### src/rtl/btn_mode_ctl_pkg.sv
// Shared constants for the push-button front end and mode controller.
// Long-press hold counters are built only when BTN_LONG_PRESS_EN is defined.
package btn_ctl_pkg;

  localparam int unsigned DB_CYCLES_DEF   = 1000000;    // 10 ms at 100 MHz
  localparam int unsigned LONG_CYCLES_DEF = 200000000;  // 2 s at 100 MHz

  localparam int unsigned DB_SIM   = 4;
  localparam int unsigned LONG_SIM = 16;

  localparam int unsigned BTN_RUN  = 0;
  localparam int unsigned BTN_DISP = 1;
  localparam int unsigned BTN_CLR  = 2;
  localparam int unsigned BTN_AUX  = 3;

  // Counter width able to hold 0..n-1, never narrower than one bit.
  function automatic int unsigned cnt_width(input int unsigned n);
    return (n > 1) ? $clog2(n) : 1;
  endfunction

endpackage

### src/rtl/btn_mode_ctl_if.sv
// Button/mode bundle between the board switches and the controller.
// Carries long_press in every build; it reads 0 unless BTN_LONG_PRESS_EN is defined.
interface btn_mode_ctl_if #(
  parameter int unsigned N_BTN = 4
) ();

  logic [N_BTN-1:0] btn_in;
  logic [N_BTN-1:0] key_lvl;
  logic [N_BTN-1:0] key_rise;
  logic [N_BTN-1:0] key_fall;
  logic [N_BTN-1:0] tog;
  logic             run_md;
  logic             clr_on;
  logic [N_BTN-1:0] long_press;

  modport master (
    output btn_in,
    input  key_lvl, key_rise, key_fall, tog, run_md, clr_on, long_press
  );

  modport slave (
    input  btn_in,
    output key_lvl, key_rise, key_fall, tog, run_md, clr_on, long_press
  );

endinterface

### src/rtl/btn_mode_ctl_debounce.sv
// One button channel: 2-flop synchroniser, debounce counter, rise/fall pulses and,
// with BTN_LONG_PRESS_EN defined, a saturating hold counter for the long-press pulse.
module btn_debounce
  import btn_ctl_pkg::*;
#(
  parameter int unsigned DB_CYCLES   = DB_CYCLES_DEF,
  parameter int unsigned LONG_CYCLES = LONG_CYCLES_DEF
) (
  input  logic clk,
  input  logic rst,
  input  logic btn_in,
  output logic key_lvl,
  output logic key_rise,
  output logic key_fall,
  output logic long_press
);

  localparam int unsigned CNT_W = cnt_width(DB_CYCLES);

  logic             sync1_q, sync2_q;
  logic             lvl_q, lvl_d;
  logic             rise_q, rise_d;
  logic             fall_q, fall_d;
  logic [CNT_W-1:0] cnt_q, cnt_d;

  // Accept the synchronised level only after it has differed for DB_CYCLES cycles.
  always_comb begin
    lvl_d  = lvl_q;
    cnt_d  = '0;
    rise_d = 1'b0;
    fall_d = 1'b0;
    if (sync2_q != lvl_q) begin
      if (cnt_q == CNT_W'(DB_CYCLES - 1)) begin
        lvl_d  = sync2_q;
        rise_d = sync2_q;
        fall_d = ~sync2_q;
      end else begin
        cnt_d = cnt_q + CNT_W'(1);
      end
    end
  end

  always_ff @(posedge clk) begin
    if (rst) begin
      sync1_q <= 1'b0;
      sync2_q <= 1'b0;
      lvl_q   <= 1'b0;
      rise_q  <= 1'b0;
      fall_q  <= 1'b0;
      cnt_q   <= '0;
    end else begin
      sync1_q <= btn_in;
      sync2_q <= sync1_q;
      lvl_q   <= lvl_d;
      rise_q  <= rise_d;
      fall_q  <= fall_d;
      cnt_q   <= cnt_d;
    end
  end

  assign key_lvl  = lvl_q;
  assign key_rise = rise_q;
  assign key_fall = fall_q;

`ifdef BTN_LONG_PRESS_EN
  localparam int unsigned HOLD_W = cnt_width(LONG_CYCLES);

  logic              fired_q, fired_d;
  logic              long_q, long_d;
  logic [HOLD_W-1:0] hold_q, hold_d;

  // Count held cycles; fired freezes the counter so each press pulses once.
  always_comb begin
    hold_d  = hold_q;
    fired_d = fired_q;
    long_d  = 1'b0;
    if (!lvl_q) begin
      hold_d  = '0;
      fired_d = 1'b0;
    end else if (!fired_q) begin
      if (hold_q == HOLD_W'(LONG_CYCLES - 1)) begin
        long_d  = 1'b1;
        fired_d = 1'b1;
      end else begin
        hold_d = hold_q + HOLD_W'(1);
      end
    end
  end

  always_ff @(posedge clk) begin
    if (rst) begin
      hold_q  <= '0;
      fired_q <= 1'b0;
      long_q  <= 1'b0;
    end else begin
      hold_q  <= hold_d;
      fired_q <= fired_d;
      long_q  <= long_d;
    end
  end

  assign long_press = long_q;
`else
  assign long_press = 1'b0;
`endif

endmodule

### src/rtl/btn_mode_ctl.sv
// Push-button front end and run/clear mode controller for the watch/stopwatch top.
// Long-press detection is included when BTN_LONG_PRESS_EN is defined.
module btn_mode_ctl
  import btn_ctl_pkg::*;
#(
  parameter int unsigned      N_BTN       = 4,
  parameter int unsigned      DB_CYCLES   = DB_CYCLES_DEF,
  parameter logic [N_BTN-1:0] TOG_MASK    = N_BTN'(4'b0011),
  parameter int unsigned      RUN_IDX     = BTN_RUN,
  parameter int unsigned      CLR_IDX     = BTN_CLR,
  parameter int unsigned      LONG_CYCLES = LONG_CYCLES_DEF
) (
  input logic           clk,
  input logic           rst,
  btn_mode_ctl_if.slave bus
);

  logic [N_BTN-1:0] key_lvl, key_rise, key_fall, long_press;
  logic [N_BTN-1:0] tog_q, tog_d;
  logic             clr_q, clr_d;

  for (genvar i = 0; i < int'(N_BTN); i++) begin : g_ch
    btn_debounce #(
      .DB_CYCLES  (DB_CYCLES),
      .LONG_CYCLES(LONG_CYCLES)
    ) u_db (
      .clk       (clk),
      .rst       (rst),
      .btn_in    (bus.btn_in[i]),
      .key_lvl   (key_lvl[i]),
      .key_rise  (key_rise[i]),
      .key_fall  (key_fall[i]),
      .long_press(long_press[i])
    );
  end

  // Toggles and clear interlock; run mode is sampled before its own same-cycle flip.
  always_comb begin
    tog_d = tog_q ^ (key_rise & TOG_MASK);
    clr_d = clr_q;
    if (key_fall[CLR_IDX]) begin
      clr_d = 1'b0;
    end else if (key_rise[CLR_IDX] && !tog_q[RUN_IDX]) begin
      clr_d = 1'b1;
    end
  end

  always_ff @(posedge clk) begin
    if (rst) begin
      tog_q <= '0;
      clr_q <= 1'b0;
    end else begin
      tog_q <= tog_d;
      clr_q <= clr_d;
    end
  end

  assign bus.key_lvl    = key_lvl;
  assign bus.key_rise   = key_rise;
  assign bus.key_fall   = key_fall;
  assign bus.long_press = long_press;
  assign bus.tog        = tog_q;
  assign bus.run_md     = tog_q[RUN_IDX];
  assign bus.clr_on     = clr_q;

endmodule

### src/flat_wrapper.sv
// flat-port wrapper written by rule: the top's interface ports become plain ports
module btn_mode_ctl_flat import btn_ctl_pkg::*;
#(
  parameter int unsigned      N_BTN       = 4,
  parameter int unsigned      DB_CYCLES   = DB_CYCLES_DEF,
  parameter logic [N_BTN-1:0] TOG_MASK    = N_BTN'(4'b0011),
  parameter int unsigned      RUN_IDX     = BTN_RUN,
  parameter int unsigned      CLR_IDX     = BTN_CLR,
  parameter int unsigned      LONG_CYCLES = LONG_CYCLES_DEF
)
  (clk, rst, bus_btn_in, bus_key_lvl, bus_key_rise, bus_key_fall, bus_tog, bus_run_md, bus_clr_on, bus_long_press);
  btn_mode_ctl_if #(.N_BTN(N_BTN)) bus_i ();
  input logic clk;
  input logic rst;
  input wire logic [$bits(bus_i.btn_in)-1:0] bus_btn_in;
  output wire logic [$bits(bus_i.key_lvl)-1:0] bus_key_lvl;
  output wire logic [$bits(bus_i.key_rise)-1:0] bus_key_rise;
  output wire logic [$bits(bus_i.key_fall)-1:0] bus_key_fall;
  output wire logic [$bits(bus_i.tog)-1:0] bus_tog;
  output wire logic [$bits(bus_i.run_md)-1:0] bus_run_md;
  output wire logic [$bits(bus_i.clr_on)-1:0] bus_clr_on;
  output wire logic [$bits(bus_i.long_press)-1:0] bus_long_press;
  assign bus_i.btn_in = bus_btn_in;
  assign bus_key_lvl = bus_i.key_lvl;
  assign bus_key_rise = bus_i.key_rise;
  assign bus_key_fall = bus_i.key_fall;
  assign bus_tog = bus_i.tog;
  assign bus_run_md = bus_i.run_md;
  assign bus_clr_on = bus_i.clr_on;
  assign bus_long_press = bus_i.long_press;
  btn_mode_ctl #(.N_BTN(N_BTN), .DB_CYCLES(DB_CYCLES), .TOG_MASK(TOG_MASK), .RUN_IDX(RUN_IDX), .CLR_IDX(CLR_IDX), .LONG_CYCLES(LONG_CYCLES)) u_core (.clk(clk), .rst(rst), .bus(bus_i));
endmodule
### config.mk
export PLATFORM = sky130hd
export DESIGN_NAME = btn_mode_ctl_flat
export DESIGN_NICKNAME = d
export VERILOG_FILES = /design/src/rtl/btn_mode_ctl_pkg.sv /design/src/rtl/btn_mode_ctl_if.sv /design/src/rtl/btn_mode_ctl_debounce.sv /design/src/rtl/btn_mode_ctl.sv /design/src/flat_wrapper.sv
export SDC_FILE = /design/constraint.sdc
export NUM_CORES = 1
export LEC_CHECK = 0
export CELL_PAD_IN_SITES_DETAIL_PLACEMENT = 2
export CELL_PAD_IN_SITES_GLOBAL_PLACEMENT = 2
export CORE_MARGIN = 8
export CORE_UTILIZATION = 36
export CTS_BUF_LIST = sky130_fd_sc_hd__clkbuf_16
export DETAILED_ROUTE_END_ITERATION = 8
export PLACE_DENSITY_LB_ADDON = 0.15
export SLEW_MARGIN = 20
export SYNTH_ARGS = -nofsm -noshare
export SYNTH_HDL_FRONTEND = slang
export SYNTH_SLANG_ARGS = --single-unit
export TNS_END_PERCENT = 5
### constraint.sdc
create_clock -name clk -period 2.3 [get_ports clk]
set_input_delay 0.345 -clock clk [delete_from_list [all_inputs] [get_ports clk]]
set_output_delay 0.345 -clock clk [all_outputs]
set_load 0.02 [all_outputs]
# Word level (Yosys, flattened, before mapping)

Index checks and enable logic that the tools add are counted.

Register bits after elaboration: 105
Input port bits: 6
Output and inout bits: 22
Logic and storage cells: 66

Add/subtract/negate cells: 4
Equality and inequality tests: 8
Bitwise gates (word level): 13
Reduce and logical (&&, ||, !) cells: 15

Operator list:

| operator                                      | count |
|---|---|
| adder 20 x 1 -> 20 bit, second input constant | 4 |
| == test 20 bit, second input constant         | 4 |
| OR reduction 3 bit                            | 8 |
| inverter 1 bit                                | 12 |
| AND reduction 2 bit                           | 4 |
| inequality test 1 bit                         | 4 |
| XOR 4 x 2 -> 4 bit                            | 1 |
| OR reduction 2 bit                            | 1 |
| logical AND 1 bit                             | 1 |
| zero test 1 bit                               | 1 |

# Longest topological paths before layout

Word-level depth: 3
Depth in mapped cells: 6
Depth with buffers taken out: 5

# Modules after synthesis

From an unflattened synthesis, not the netlist that was laid out.

Cells, all modules: 490
Area total of the unflattened synthesis: 4633.2 um2

Modules (own cells, without submodules):

| module       | instances | cells each | area each (um2) | sequential area each (um2) |
|---|---|---|---|---|
| btn_debounce | 4         | 119        | 1126.1          | 500.5 |
| btn_mode_ctl | 1         | 14         | 128.9           | 60.1 |

# Worst setup path after synthesis

No wires, ideal clock.

Path type: flip-flop to flip-flop
From: reg u_core.g_ch[2].u_db.cnt_q[6]
To: reg u_core.g_ch[2].u_db.cnt_q[14]
Library setup time: 0.125 ns
Arrival: 1.747 ns
Required time: 2.175 ns
Slack: 0.427 ns
Stages on the path, launching flop included: 6
Buffers on the path: 1
Clock period less this slack: 1.873 ns
Cell sequence: dfxtp_1 > or4_1 > or4_4 > o21ai_2 > buf_6 > a21oi_1

Cells in the longest elaborated chain, start to end: 2
Elaborated cells on any way between the ends: 3
Classes of those cells: add/sub: 1; eq/ne: 1; reduce/logical: 1

Ends and longest elaborated chain:

| element                                                                        | line                        | RTL |
|---|---|---|
| start: declaration                                                             | btn_mode_ctl_debounce.sv:24 | `logic [CNT_W-1:0] cnt_q, cnt_d;` |
| start signal: assignment                                                       | btn_mode_ctl_debounce.sv:57 | `cnt_q <= cnt_d;` |
| parallel branches: the longest is 2 deep, another holds adder 20 x 1 -> 20 bit | -                           |  |

Several ways; the timed one is not identified.
A chain may end at the register's enable or synchronous reset.

# Worst setup path after layout

From: reg u_core.g_ch[2].u_db.cnt_q[0]
To: reg u_core.g_ch[2].u_db.cnt_q[14]

The elaborated chain is that of the path after synthesis.

==> run summary <==
Status: finished, final reports clean
Cell taking the most area after synthesis: dfxtp_1
Worst Setup Slack, final: 0.2996 ns
Initial DRC count: 128
Pre-antenna DRT Iters: 4
FF/Latch Area: 2062 um^2
RSZ-0062 raised after global routing: false
Synth top area share: 0.4556
Sequential share of the synthesized area: 0.4556
Setup-failing EPs final: 0
P&R area growth vs syn: 13.66%
Drt drc: 0
Hold Buf Count CTS: 0
First-pass GRT wire length: 19200 um
Clk buf depth: 2
Critical Path Start Type: register
Post-CTS Setup Bufs: 0
Xor/xnor cell area share of the yosys netlist: 0.1142
Grt total ovfl: 0
Synth area leaders: dfxtp_1 46%, xnor2_1 7.7%, nor2_1 6.5%, xor2_1 3.7%, buf_4 3.2%
Pin count of the biggest net entering global routing: 21
Synth unique cells: 38
Total track usage: 0.1466
Post-synthesis compound-gate area fraction: 0.06193
I/O Pins: 28
Period Utilization, post-route: 0.8698
Wire length per cell: 15.59 um
Max-cap viol count: 0
Synthesized area: 4526 um^2
Routed vias: 3681
WHS: 0.4458 ns
Adder-Cell Fraction of Synth Area: 0.01106
Clock-pin transition on the worst setup and hold timing paths: 0.07 ns
Clock Sinks: 103
Post-CTS Resized: 0
Number of port buffers: 21
Cell Rows: 41
Layout cell share with drive strength beyond 1: 0.06458
GPL Wtd Cong: 0.7265
Starting Density: 0.3630
Ys async rst share: 0
CP peak stage delay: 0.53 ns
Area of the multi-input gates: 2205 um^2
Clock Skews: 0.006259 ns
Std-Cell Core Area: 12470 um^2
Nets: 547
Layout fillers: 1403
Max_slew headroom: 0.5751
Die W: 128.1 um
Period minus WS final: 2.000 ns
Prevailing post-synth register cell: dfxtp_1
Crit-path max FO: 7
Mux contribution to synthesized area: 0
Seq cells post-synth: 103
Synthesis warning total: 0
Htree depth: 3
Slowest CP cell: or4_1
Initial antenna violation count: 0
Via/cell ratio: 5.155
Most frequent cell after synthesis: dfxtp_1
Most frequent cells after synthesis: 103 x dfxtp_1, 78 x nor2_1, 40 x xnor2_1
Max Fclk: 499.9 MHz
Hold Path Class: reg -> reg
Post-DP HPWL: 8191 um
CTS Buf Count: 9
EDFF count, synth: 0
Crit. End Element: register
Place WS: 0.2908 ns
Mapped Cells: 520
Worst skew pair latency: 0.35 ns
Peak supply drop: 374.6 uV
Chip height: 128.1 um
Actual slew at the worst max-slew pin: 0.6315 ns
Root buf cell: clkbuf_16
Critical Path RT: 2.58 ns
Vias in the first global route: 3869
Leakage power: 1.543 nW
N_diodes: 0
Post-Synth Simple-Gate Area: 0.2950
Final hold violation count: 0
CTS tree: yes
Pwr dens: 647.7 nW/um^2
Avg Inst Size Synth: 8.703 um^2
Largest family of logic cells by synthesized area: simple AND/OR/NAND/NOR gates
Final Slew Violations: 0
Post-route ant nets: 0
Die Footprint: 16410 um^2
Kind of critical path: reg -> reg
WL final: 11130 um
Worst EP arrival: 2.28 ns
Sequence of cells on the critical path: ha_1 > nand2_1 > or3_1 > or4_1 > a21oi_1
Setup TNS: 0 ns
## routing by layer
| metal | GRT usage | vias up | part of all wire |
|---|---|---|---|
| met3 | 0.04243 | 10 | 0.031 |
| li1 | - | 1808 | - |
| met2 | 0.2638 | 27 | 0.52 |
| met4 | 0.04615 | 0 | 0.013 |
| met5 | 0 | - | 0 |
| met1 | 0.1620 | 1836 | 0.44 |
## area by class of cell
| type | instances | area share |
|---|---|---|
| Multi-Input combinational cell | 371 | 0.4286 |
| Tap cell | 172 | 0.04184 |
| Timing Repair Buffer | 36 | 0.06276 |
| Sequential cell | 103 | 0.4009 |
| Inverter | 16 | 0.01168 |
| Clock inverter | 7 | 0.01046 |
| Clock buffer | 9 | 0.04378 |
## per-stage QoR
stage               cells  instance area [um^2]    util  power, W
floorplan             525                  4544       -  0.001879
global placement      698                  4865  0.3902  0.001892
detailed placement    698                  4865  0.3902  0.001894
CTS                   714                  5144  0.4126  0.003393
global route          714                  5144  0.4126  0.003459
finish                714                  5144  0.4126  0.003331
## placed cells by master (no fill, tap or decap), types with 6 or more instances in the layout
cell type | synthesis | layout
nor3_1 | 11 | 11
conb_1 | 1 | 6
xor2_1 | 19 | 19
clkbuf_16 | 0 | 9
clkdlybuf4s50_1 | 0 | 21
o31ai_1 | 7 | 7
xnor2_1 | 40 | 40
nor2b_1 | 9 | 9
o21ai_0 | 18 | 15
or3_1 | 15 | 15
and3_1 | 9 | 9
nor4_1 | 11 | 11
nor2_1 | 78 | 78
a21oi_1 | 24 | 24
dfxtp_1 | 103 | 103
or4_1 | 9 | 9
buf_4 | 19 | 15
inv_1 | 16 | 16
and4_1 | 6 | 6
nand4_1 | 21 | 21
nor4b_1 | 7 | 7
nand2_1 | 29 | 29
nand3_1 | 27 | 27
## cell families (layout without fill, tap and decap cells)
logic type,count (synthesis),in the layout
AND/OR/NAND/NOR,251,251
flip-flops,103,103
XOR/XNOR,59,59
AO/OA/AOI/OAI,51,51
buffers and inverters,51,68
adder cells (fa/ha/maj),4,4
other,1,6
## worst paths after layout
kind	startpoint	to	slack [ns]	cells past startpoint
max	u_core.g_ch[2].u_db.cnt_q[0]	u_core.g_ch[2].u_db.cnt_q[14]	0.30	5
min reg2reg	u_core.g_ch[0].u_db.sync1_q	u_core.g_ch[0].u_db.sync2_q	0.45	1
max reg2reg	u_core.g_ch[2].u_db.cnt_q[0]	u_core.g_ch[2].u_db.cnt_q[14]	0.30	5
min	u_core.g_ch[0].u_db.sync1_q	u_core.g_ch[0].u_db.sync2_q	0.45	1
## report_power, final
group	leakage, nW	switching (W)	internal, W
logic	0.575	0.0000344	0.0000207
clock network	0.137	0.000656	0.000824
registers	0.831	0.00000566	0.00179
## state kept, by name, summed over array words and instances (netlist names)
signal	count
u_core.g_ch.u_db.cnt_q	80
u_core.bus.clr_on	1
u_core.g_ch.u_db.sync1_q	4
u_core.g_ch.u_db.sync2_q	4
u_core.g_ch.u_db.key_rise	4
u_core.g_ch.u_db.key_fall	4
u_core.bus.tog	2
u_core.g_ch.u_db.key_lvl	4
## critical path: cells and delay by family (launching register included)
family,cells,cell delay [ns]
AOI/OAI and AO/OA,1,0.15
adders and majority gates,1,0.24
DFF,1,0.40
and+or+nand+nor,3,1.14
Note: power is estimated with default switching activity, not from simulation.
